==> src/rtl/bus_arbiter_pkg.sv <==
// bus_arbiter_pkg
//   Shared definitions for the round-robin bus arbiter:
//   - arb_state_e          : arbiter FSM state encoding
//   - ARB_MAX_HOLD_DEFAULT : default hold limit for a non-locked grant
package bus_arbiter_pkg;

  typedef enum logic [1:0] {
    ARB_IDLE   = 2'b00,
    ARB_GRANT  = 2'b01,
    ARB_LOCKED = 2'b10
  } arb_state_e;

  localparam int ARB_MAX_HOLD_DEFAULT = 8;

endpackage

==> src/rtl/bus_arbiter_rr_priority_pick.sv <==
// rr_priority_pick
//   Combinational round-robin winner selection. Finds the first candidate
//   bit scanning upward from rr_ptr (wrapping SIZE-1 -> 0), where the
//   candidates are req with the exclude mask cleared.
// Ports:
//   req     in  SIZE       request vector
//   rr_ptr  in  SEL_WIDTH  index where the scan starts
//   exclude in  SIZE       bits removed from consideration
//   found   out 1          a candidate exists
//   index   out SEL_WIDTH  binary index of the winner (0 if none)
//   onehot  out SIZE       one-hot winner (all zero if none)
module rr_priority_pick #(
  parameter  int SIZE      = 4,
  localparam int SEL_WIDTH = $clog2(SIZE)
) (
  input  logic [SIZE-1:0]      req,
  input  logic [SEL_WIDTH-1:0] rr_ptr,
  input  logic [SIZE-1:0]      exclude,
  output logic                 found,
  output logic [SEL_WIDTH-1:0] index,
  output logic [SIZE-1:0]      onehot
);

  logic [SIZE-1:0]      cand;
  logic [SIZE-1:0]      rotated;
  logic [SEL_WIDTH-1:0] rot_index;

  assign cand = req & ~exclude;

  // Rotate so that bit rr_ptr lands at position 0. SIZE is a power of two,
  // so the SEL_WIDTH-bit sum wraps modulo SIZE for free.
  genvar gi;
  generate
    for (gi = 0; gi < SIZE; gi++) begin : g_rotate
      logic [SEL_WIDTH-1:0] src_idx;
      assign src_idx     = SEL_WIDTH'(gi) + rr_ptr;
      assign rotated[gi] = cand[src_idx];
    end
  endgenerate

  // Lowest set bit of the rotated vector wins.
  always_comb begin
    found     = 1'b0;
    rot_index = '0;
    for (int i = SIZE - 1; i >= 0; i--) begin
      if (rotated[i]) begin
        found     = 1'b1;
        rot_index = SEL_WIDTH'(i);
      end
    end
  end

  // Un-rotate back to an absolute index (again wrapping modulo SIZE).
  assign index = found ? (rot_index + rr_ptr) : '0;

  generate
    for (gi = 0; gi < SIZE; gi++) begin : g_onehot
      assign onehot[gi] = found && (index == SEL_WIDTH'(gi));
    end
  endgenerate

endmodule

==> src/rtl/bus_arbiter.sv <==
// bus_arbiter
//   Round-robin arbiter for SIZE bus masters sharing one data bus. Produces
//   a registered one-hot grant, the binary select for the downstream N:1
//   data switch, and bounds how long a non-locked owner may keep the bus
//   while others wait.
// Ports:
//   clk       in  1          system clock, rising edge
//   reset_n   in  1          asynchronous active-low reset
//   req       in  SIZE       per-master request, level sensitive
//   lock      in  SIZE       per-master lock, honoured only for the owner
//   grant     out SIZE       one-hot grant (registered)
//   sel       out SEL_WIDTH  binary owner index for the switch (registered)
//   bus_valid out 1          a grant is active (registered)
//   preempt   out 1          one-cycle pulse on a forced handoff (registered)
module bus_arbiter
  import bus_arbiter_pkg::*;
#(
  parameter  int SIZE      = 4,
  parameter  int MAX_HOLD  = ARB_MAX_HOLD_DEFAULT,
  localparam int SEL_WIDTH = $clog2(SIZE),
  localparam int CNT_WIDTH = $clog2(MAX_HOLD + 1)
) (
  input  logic                 clk,
  input  logic                 reset_n,
  input  logic [SIZE-1:0]      req,
  input  logic [SIZE-1:0]      lock,
  output logic [SIZE-1:0]      grant,
  output logic [SEL_WIDTH-1:0] sel,
  output logic                 bus_valid,
  output logic                 preempt
);

  arb_state_e           state_reg, state_next;
  logic [SEL_WIDTH-1:0] rr_ptr_reg, rr_ptr_next;
  logic [CNT_WIDTH-1:0] hold_cnt_reg, hold_cnt_next;
  logic [SIZE-1:0]      grant_reg, grant_next;
  logic [SEL_WIDTH-1:0] sel_reg, sel_next;
  logic                 bus_valid_reg;
  logic                 preempt_reg, preempt_next;

  // Winner search. While idle the scan starts at rr_ptr; while a grant is
  // active it starts just past the owner and skips the owner, which is
  // exactly the pointer the ending grant would leave behind.
  logic [SEL_WIDTH-1:0] pick_ptr;
  logic [SIZE-1:0]      pick_exclude;
  logic                 pick_found;
  logic [SEL_WIDTH-1:0] pick_index;
  logic [SIZE-1:0]      pick_onehot;

  assign pick_ptr     = (state_reg == ARB_IDLE) ? rr_ptr_reg : sel_reg + SEL_WIDTH'(1);
  assign pick_exclude = (state_reg == ARB_IDLE) ? '0 : grant_reg;

  rr_priority_pick #(
    .SIZE(SIZE)
  ) u_pick (
    .req     (req),
    .rr_ptr  (pick_ptr),
    .exclude (pick_exclude),
    .found   (pick_found),
    .index   (pick_index),
    .onehot  (pick_onehot)
  );

  logic                 owner_req;
  logic                 owner_lock;
  logic                 others_pending;
  logic                 hold_expired;
  logic [CNT_WIDTH-1:0] hold_cnt_inc;

  assign owner_req      = req[sel_reg];
  assign owner_lock     = lock[sel_reg];
  assign others_pending = |(req & ~grant_reg);
  // Expiry is judged on the count before this edge's increment, so an owner
  // keeps the bus for exactly MAX_HOLD cycles under contention.
  assign hold_expired   = (hold_cnt_reg >= CNT_WIDTH'(MAX_HOLD - 1));
  assign hold_cnt_inc   = (hold_cnt_reg == CNT_WIDTH'(MAX_HOLD)) ? hold_cnt_reg
                                                                : hold_cnt_reg + CNT_WIDTH'(1);

  always_comb begin
    state_next    = state_reg;
    rr_ptr_next   = rr_ptr_reg;
    hold_cnt_next = hold_cnt_reg;
    grant_next    = grant_reg;
    sel_next      = sel_reg;
    preempt_next  = 1'b0;

    case (state_reg)
      ARB_IDLE: begin
        grant_next = '0;
        if (pick_found) begin
          state_next    = ARB_GRANT;
          grant_next    = pick_onehot;
          sel_next      = pick_index;
          hold_cnt_next = '0;
        end
      end

      ARB_GRANT, ARB_LOCKED: begin
        hold_cnt_next = hold_cnt_inc;
        if (!owner_req) begin
          // Release wins over expiry and lock; hand off without a bubble
          // when someone else is waiting.
          rr_ptr_next   = sel_reg + SEL_WIDTH'(1);
          hold_cnt_next = '0;
          if (pick_found) begin
            state_next = ARB_GRANT;
            grant_next = pick_onehot;
            sel_next   = pick_index;
          end else begin
            state_next = ARB_IDLE;
            grant_next = '0;
          end
        end else if (state_reg == ARB_LOCKED) begin
          if (!owner_lock) begin
            state_next = ARB_GRANT;
          end
        end else if (owner_lock) begin
          state_next = ARB_LOCKED;
        end else if (hold_expired && others_pending) begin
          // others_pending guarantees pick_found here.
          state_next    = ARB_GRANT;
          rr_ptr_next   = sel_reg + SEL_WIDTH'(1);
          hold_cnt_next = '0;
          grant_next    = pick_onehot;
          sel_next      = pick_index;
          preempt_next  = 1'b1;
        end
      end

      default: begin
        state_next    = ARB_IDLE;
        grant_next    = '0;
        hold_cnt_next = '0;
      end
    endcase
  end

  always_ff @(posedge clk or negedge reset_n) begin
    if (!reset_n) begin
      state_reg     <= ARB_IDLE;
      rr_ptr_reg    <= '0;
      hold_cnt_reg  <= '0;
      grant_reg     <= '0;
      sel_reg       <= '0;
      bus_valid_reg <= 1'b0;
      preempt_reg   <= 1'b0;
    end else begin
      state_reg     <= state_next;
      rr_ptr_reg    <= rr_ptr_next;
      hold_cnt_reg  <= hold_cnt_next;
      grant_reg     <= grant_next;
      sel_reg       <= sel_next;
      bus_valid_reg <= (state_next != ARB_IDLE);
      preempt_reg   <= preempt_next;
    end
  end

  assign grant     = grant_reg;
  assign sel       = sel_reg;
  assign bus_valid = bus_valid_reg;
  assign preempt   = preempt_reg;

endmodule

==> config.mk <==
export PLATFORM = sky130hd
export DESIGN_NAME = bus_arbiter
export DESIGN_NICKNAME = d
export VERILOG_FILES = /design/src/rtl/bus_arbiter_pkg.sv /design/src/rtl/bus_arbiter_rr_priority_pick.sv /design/src/rtl/bus_arbiter.sv
export SDC_FILE = /design/constraint.sdc
export NUM_CORES = 1
export LEC_CHECK = 0
export ABC_AREA = 1
export BUFFER_PORTS_ARGS = -buffer_cell sky130_fd_sc_hd__buf_2
export CORE_UTILIZATION = 40
export CTS_BUF_LIST = sky130_fd_sc_hd__clkbuf_8
export CTS_CLUSTER_DIAMETER = 40
export DETAILED_ROUTE_END_ITERATION = 10
export GPL_TIMING_DRIVEN = 1
export SLEW_MARGIN = 20
export SYNTH_ARGS = -nofsm -noshare
export SYNTH_HDL_FRONTEND = slang
export SYNTH_SLANG_ARGS = --single-unit
==> constraint.sdc <==
create_clock -name clk -period 2.3 [get_ports clk]
set_clock_uncertainty 0.15 [all_clocks]
set_input_delay 0.46 -clock clk [delete_from_list [all_inputs] [get_ports clk]]
set_output_delay 0.46 -clock clk [all_outputs]
set_load 0.005 [all_outputs]
After elaboration in Yosys (flattened, before gate mapping)
Cells that the tools add are included.
Widths: inputs -> output; s select.
{"block": "totals", "in_bits": 10, "output_inout_bits": 8, "ff_bits": 16}
{"block": "op_classes", "n_reduce_logical": 14, "n_bitwise": 4, "addsub": 6, "magnitude_cmp": 6, "n_eq_ne": 13, "muxes": 59}
{"op": "$mux 4", "n": 12}
{"op": "$mux 2", "n": 21}
{"op": "$mux 1", "n": 16}
{"op": "$pmux 4 s2", "n": 2}
{"op": "$lt 2x3->1 const B", "n": 5}
{"op": "$bmux 1 s2", "n": 6}
{"op": "$ne 3x3->1 const B", "n": 3}
{"op": "$and 4x4->4", "n": 2}
{"op": "$not 4->4", "n": 2}
{"op": "$pmux 2 s2", "n": 2}
{"op": "$reduce_and 4->1", "n": 2}
{"op": "$eq 2x2->1 const B", "n": 3}
{"op": "$logic_and 1x1->1", "n": 5}
{"op": "$add 2x2->2 const A", "n": 2}
{"op": "$add 4x1->4 const B", "n": 1}
{"op": "$eq 2x1->1 const B", "n": 2}
{"op": "$eq 4x4->1 const B", "n": 1}
{"op": "$ge 4x3->1 const B", "n": 1}
{"op": "$logic_not 2->1", "n": 2}
{"op": "$ne 2x1->1 const B", "n": 2}
{"op": "$ne 2x2->1 const B", "n": 2}
{"op": "$reduce_bool 2->1", "n": 2}
{"op": "$reduce_or 4->1", "n": 1}
{"op": "$reduce_and 3->1", "n": 1}
{"op": "other kinds (4)", "n": 4}

Depth between registers and ports, before layout
{"block": "logic_depth", "ltp_word": 19, "mapped_depth": 18}

Cells and area by module
A second synthesis with hierarchy kept.
{"block": "unflattened", "hier_cells": 202, "area_unflattened_um2": 1390.1}
{"module": "bus_arbiter", "cells_each": 145, "instances": 1, "area_per_inst_um2": 1083.5}
{"module": "rr_priority_pick", "cells_each": 57, "instances": 1, "area_per_inst_um2": 306.5}

Least setup slack after synthesis
OpenSTA, ideal clock, no wires.
{"block": "synth_path", "path_kind": "reg2reg", "from": "reg state_reg[0]", "to": "reg sel_reg[1] (netlist: sel[1])", "required_time_ns": 2.028, "setup_slack_ns": -0.107, "stages_incl_launch_ff": 17, "t_arrival_ns": 2.134, "n_path_buf": 0, "cell_sequence": "dfrtp_1 > inv_1 > ha_1 > nand2_1 > o21ai_4 > nand3_1 > nand3_1 > nand2_1 > a21oi_1 > nor2_1 > ha_1 > xor2_1 > inv_1 > nand3_1 > o21ai_2 > nand2_1 > o21ai_1"}
{"block": "synth_between", "elab_chain_len": 17}
{"element": "from (decl)", "line_no": "bus_arbiter.sv:33", "text": "arb_state_e state_reg, state_next;"}
{"element": "from (signal assigned)", "line_no": "bus_arbiter.sv:148", "text": "state_reg <= state_next;"}
{"element": "branches (longest 17 deep; another with $add 2x2->2)"}
{"element": "to (signal assigned)", "line_no": "bus_arbiter.sv:152", "text": "sel_reg <= sel_next;"}
{"element": "to (decl)", "line_no": "bus_arbiter.sv:37", "text": "logic [SEL_WIDTH-1:0] sel_reg, sel_next;"}
Several ways; the timed one is not identified. The select of a mux whose other input is x is not followed.
A chain may end at the register's enable or synchronous reset.

Worst setup path after layout
{"block": "layout_path", "from": "reg state_reg[1]", "to": "reg grant_reg[0] (netlist: grant[0])"}
{"block": "layout_between", "elab_chain_len": 19}
{"element": "branches (longest 19 deep; another with $add 2x2->2)"}
{"element": "to (signal assigned)", "line_no": "bus_arbiter.sv:151", "text": "grant_reg <= grant_next;"}
{"element": "to (decl)", "line_no": "bus_arbiter.sv:36", "text": "logic [SIZE-1:0] grant_reg, grant_next;"}
Several ways; the timed one is not identified. The select of a mux whose other input is x is not followed.

==> results.ini <==
[clocking]
cts-root-buf = clkbuf_8
htreeDepth = 1
insertion_delay_ns = 0.26
cts_tree = built
path_clk_slew_ns = 0.07
cts_buffer_depth = 2
numCtsBuffers = 3
cts_sinks = 16

[finish]
multi_input_area_sq_um = 982.2
final_area_sq_um = 1909
nFillCells = 352
regArea_sq_um = 400.4
post-route-util_pct = 56.77
fin_nets = 277
insertedDiodeCount = 0
drive_above_1_share_pct = 36.68
area_delta_synth_final_pct = 35.40
finalNonFillerCells = 305

[routing]
drt-vias-per-instance = 4.721
vias = 1440
drc = 0
drt_wl_total_um = 3490
antenna_left = 0
wl_per_cell_um = 11.44
first_pass_iters = 4
drt_iter0_markers = 69

[status]
violations = negative setup slack
status = complete, but fails checks

[min_path]
hold_path.class = flip-flop to flip-flop

[global_route]
grt_antenna_before_repair = 0
grt_max_degree = 17
busiest_layer = met2
grt.met2_usage_pct = 37.27
grt_use_met3_pct = 1.891
grt_first_pass_wirelength_um = 6016
grt-ovfl-total = 0
grt_use_total_pct = 21.73
grt_pass1_vias = 1406
grtUsageMet1_pct = 29.11

[sta]
setup_violations = 5
hold_viol = 0
fin_crit_ns = 2.425
worst_slack_ns = -0.1249
drv_slew = 0
fmax_ghz = 0.4124
rsz0062_at_grt = true
min_period_over_period_pct = 105.4
worstMarginPinSlew_ns = 0.3922
fin_tns_setup_ns = -0.4974
max-slew-margin-rel_pct = 73.85

[floorplanning]
die_x_um = 61.38
core_area_sq_um = 3363
die_area_sq_um = 3767
ios = 18
fp.dieH_um = 61.38
initial_utilization_pct = 41.93
fp-row-count = 21

[logic_synthesis]
synth_seq_area_share_pct = 28.39
synthesis.area_sq_um = 1410
ys_seq_elements = 16
yosys_warnings = 0
synth_ff_type = dfrtp_1
avgSynthCellArea_sq_um = 6.589
synth_edf_count = 0
syn_nets = 231
syn_inst = 214
synth_commonest_cells = nand2_1 (85), inv_1 (26), nand3_1 (20)
yosysMostFrequentCell = nand2_1
synth_area_leaders = dfrtp_1 (28%), nand2_1 (23%), nand3_1 (7.1%)
synth_area_leader_cell = dfrtp_1
synth_top_area_share_pct = 28.39
yosysUniqueCellTypes = 24
async_reset_ff_share_pct = 100.0

[flow_run]
max_cap_viol_count = 0

[worst_setup_path]
cp_data_required_time_ns = 2.29
critical_path_class = flip-flop to flip-flop
path_buf_inv = 3
path_cells = inv_2 > ha_4 > clkinvlp_4 > nand2_1 > nand2_1 > nand2_1 > nand2_2 > nand2_2 > nand2_2 > a21oi_2 > nor2_1 > ha_2 > xor2_2 > inv_2 > nand3_2 > o21ai_2 > o21ai_1
critPathMaxStageDelay_ns = 0.39
worstPathArrival_ns = 2.41
cp-start-kind = flip-flop
slowest_stage = dfrtp_1
cp_top_family = simple AND/OR/NAND/NOR gates
critPathCaptureType = flip-flop
cp_max_fo = 5

[place]
dp_hpwl_um = 2650
place.gp.congestion = 0.8102
io_buffers = 17
dp.cells = 291
place_area_sq_um = 1709

worst paths after layout:
| path | startpoint | to | slack (ns) | cells after the start |
|---|---|---|---|---|
| min in group asynchronous | reset_n | rr_ptr_reg[1]$_DFFE_PN0P_ | 0.50 | 2 |
| setup / recovery | state_reg[1]$_DFF_PN0_ | grant[0]$_DFFE_PN0P_ | -0.12 | 17 |
| hold reg to reg | grant[2]$_DFFE_PN0P_ | grant[2]$_DFFE_PN0P_ | 0.39 | 2 |
| hold / removal | grant[2]$_DFFE_PN0P_ | grant[2]$_DFFE_PN0P_ | 0.39 | 2 |
| setup reg to reg | state_reg[1]$_DFF_PN0_ | grant[0]$_DFFE_PN0P_ | -0.12 | 17 |
| max in group asynchronous | reset_n | grant[2]$_DFFE_PN0P_ | 1.21 | 2 |
cells in the final DEF, fill, tap and decap left out:
master,Yosys,final
a21oi_2,0,2
buf_4,1,24
a21oi_1,7,5
nand2_2,5,10
nor2_4,2,2
inv_4,1,1
ha_1,7,4
nor3_1,1,1
a211o_1,1,1
nor2_2,0,1
clkbuf_8,0,4
a31oi_1,1,1
inv_2,3,8
dfrtp_1,16,16
dlygate4sd3_1,0,1
inv_1,26,20
buf_2,0,17
ha_2,0,1
nand3_2,4,9
o21ai_4,1,1
nand2_1,85,79
buf_12,0,1
clkinvlp_4,0,1
nand3_1,20,14
ha_4,0,2
o21ai_1,6,8
o21ai_2,2,3
o21ai_0,9,6
nand2_4,3,4
nor2_1,9,8
nand3_4,2,3
xor2_2,0,1
stage by stage:
stage	hold slack [ns]	setup WS [ns]
after global routing	0.4511	-0.3123
after CTS	0.4000	-0.1344
final	0.3877	-0.1249
after detailed placement	0.2560	-0.1155
after floorplan	0.01441	0.009618
after global placement	0.2585	-0.09612
cell type report:
cell class,instances,area share (%)
Multi-Input combinational cell,166,51.44
Sequential cell,16,20.97
Timing Repair Buffer,43,15.47
Tap cell,46,3.014
Inverter,30,6.225
Clock buffer,4,2.883
logic make-up after synthesis:
| family | share of synthesized area, % |
|---|---|
| adder cells (fa/ha/maj) | 6.211 |
| buffers and inverters | 9.494 |
| XOR/XNOR | 0.6212 |
| flip-flops | 28.39 |
| AO/OA/AOI/OAI | 11.27 |
| AND/OR/NAND/NOR | 44.01 |
timing repair:
item | CTS | global route
gates resized for setup | 9 | 14
pin swaps | 4 | 11
setup buffers | 5 | 4
endpoints found under the hold margin | 16 | 0
setup endpoints to repair | 5 | 13
hold buffers | 1 | 0
gates cloned | 0 | 0
per-layer routing:
| metal | part of all wire [%] | vias up |
|---|---|---|
| li1 | - | 764 |
| met1 | 49 | 645 |
| met2 | 47 | 27 |
| met3 | 2.4 | 4 |
| met4 | 1.1 | 0 |
| met5 | 0 | - |
tightest hold or removal path, delay by kind of cell (launching register included):
kind	cells	cell delay (ns)
AND/OR/NAND/NOR	1	0.06
AO/OA/AOI/OAI	1	0.07
flip-flops	1	0.37
Power is not shown: default switching activity piles up to over one toggle a cycle in this logic, so the estimate is an artifact.
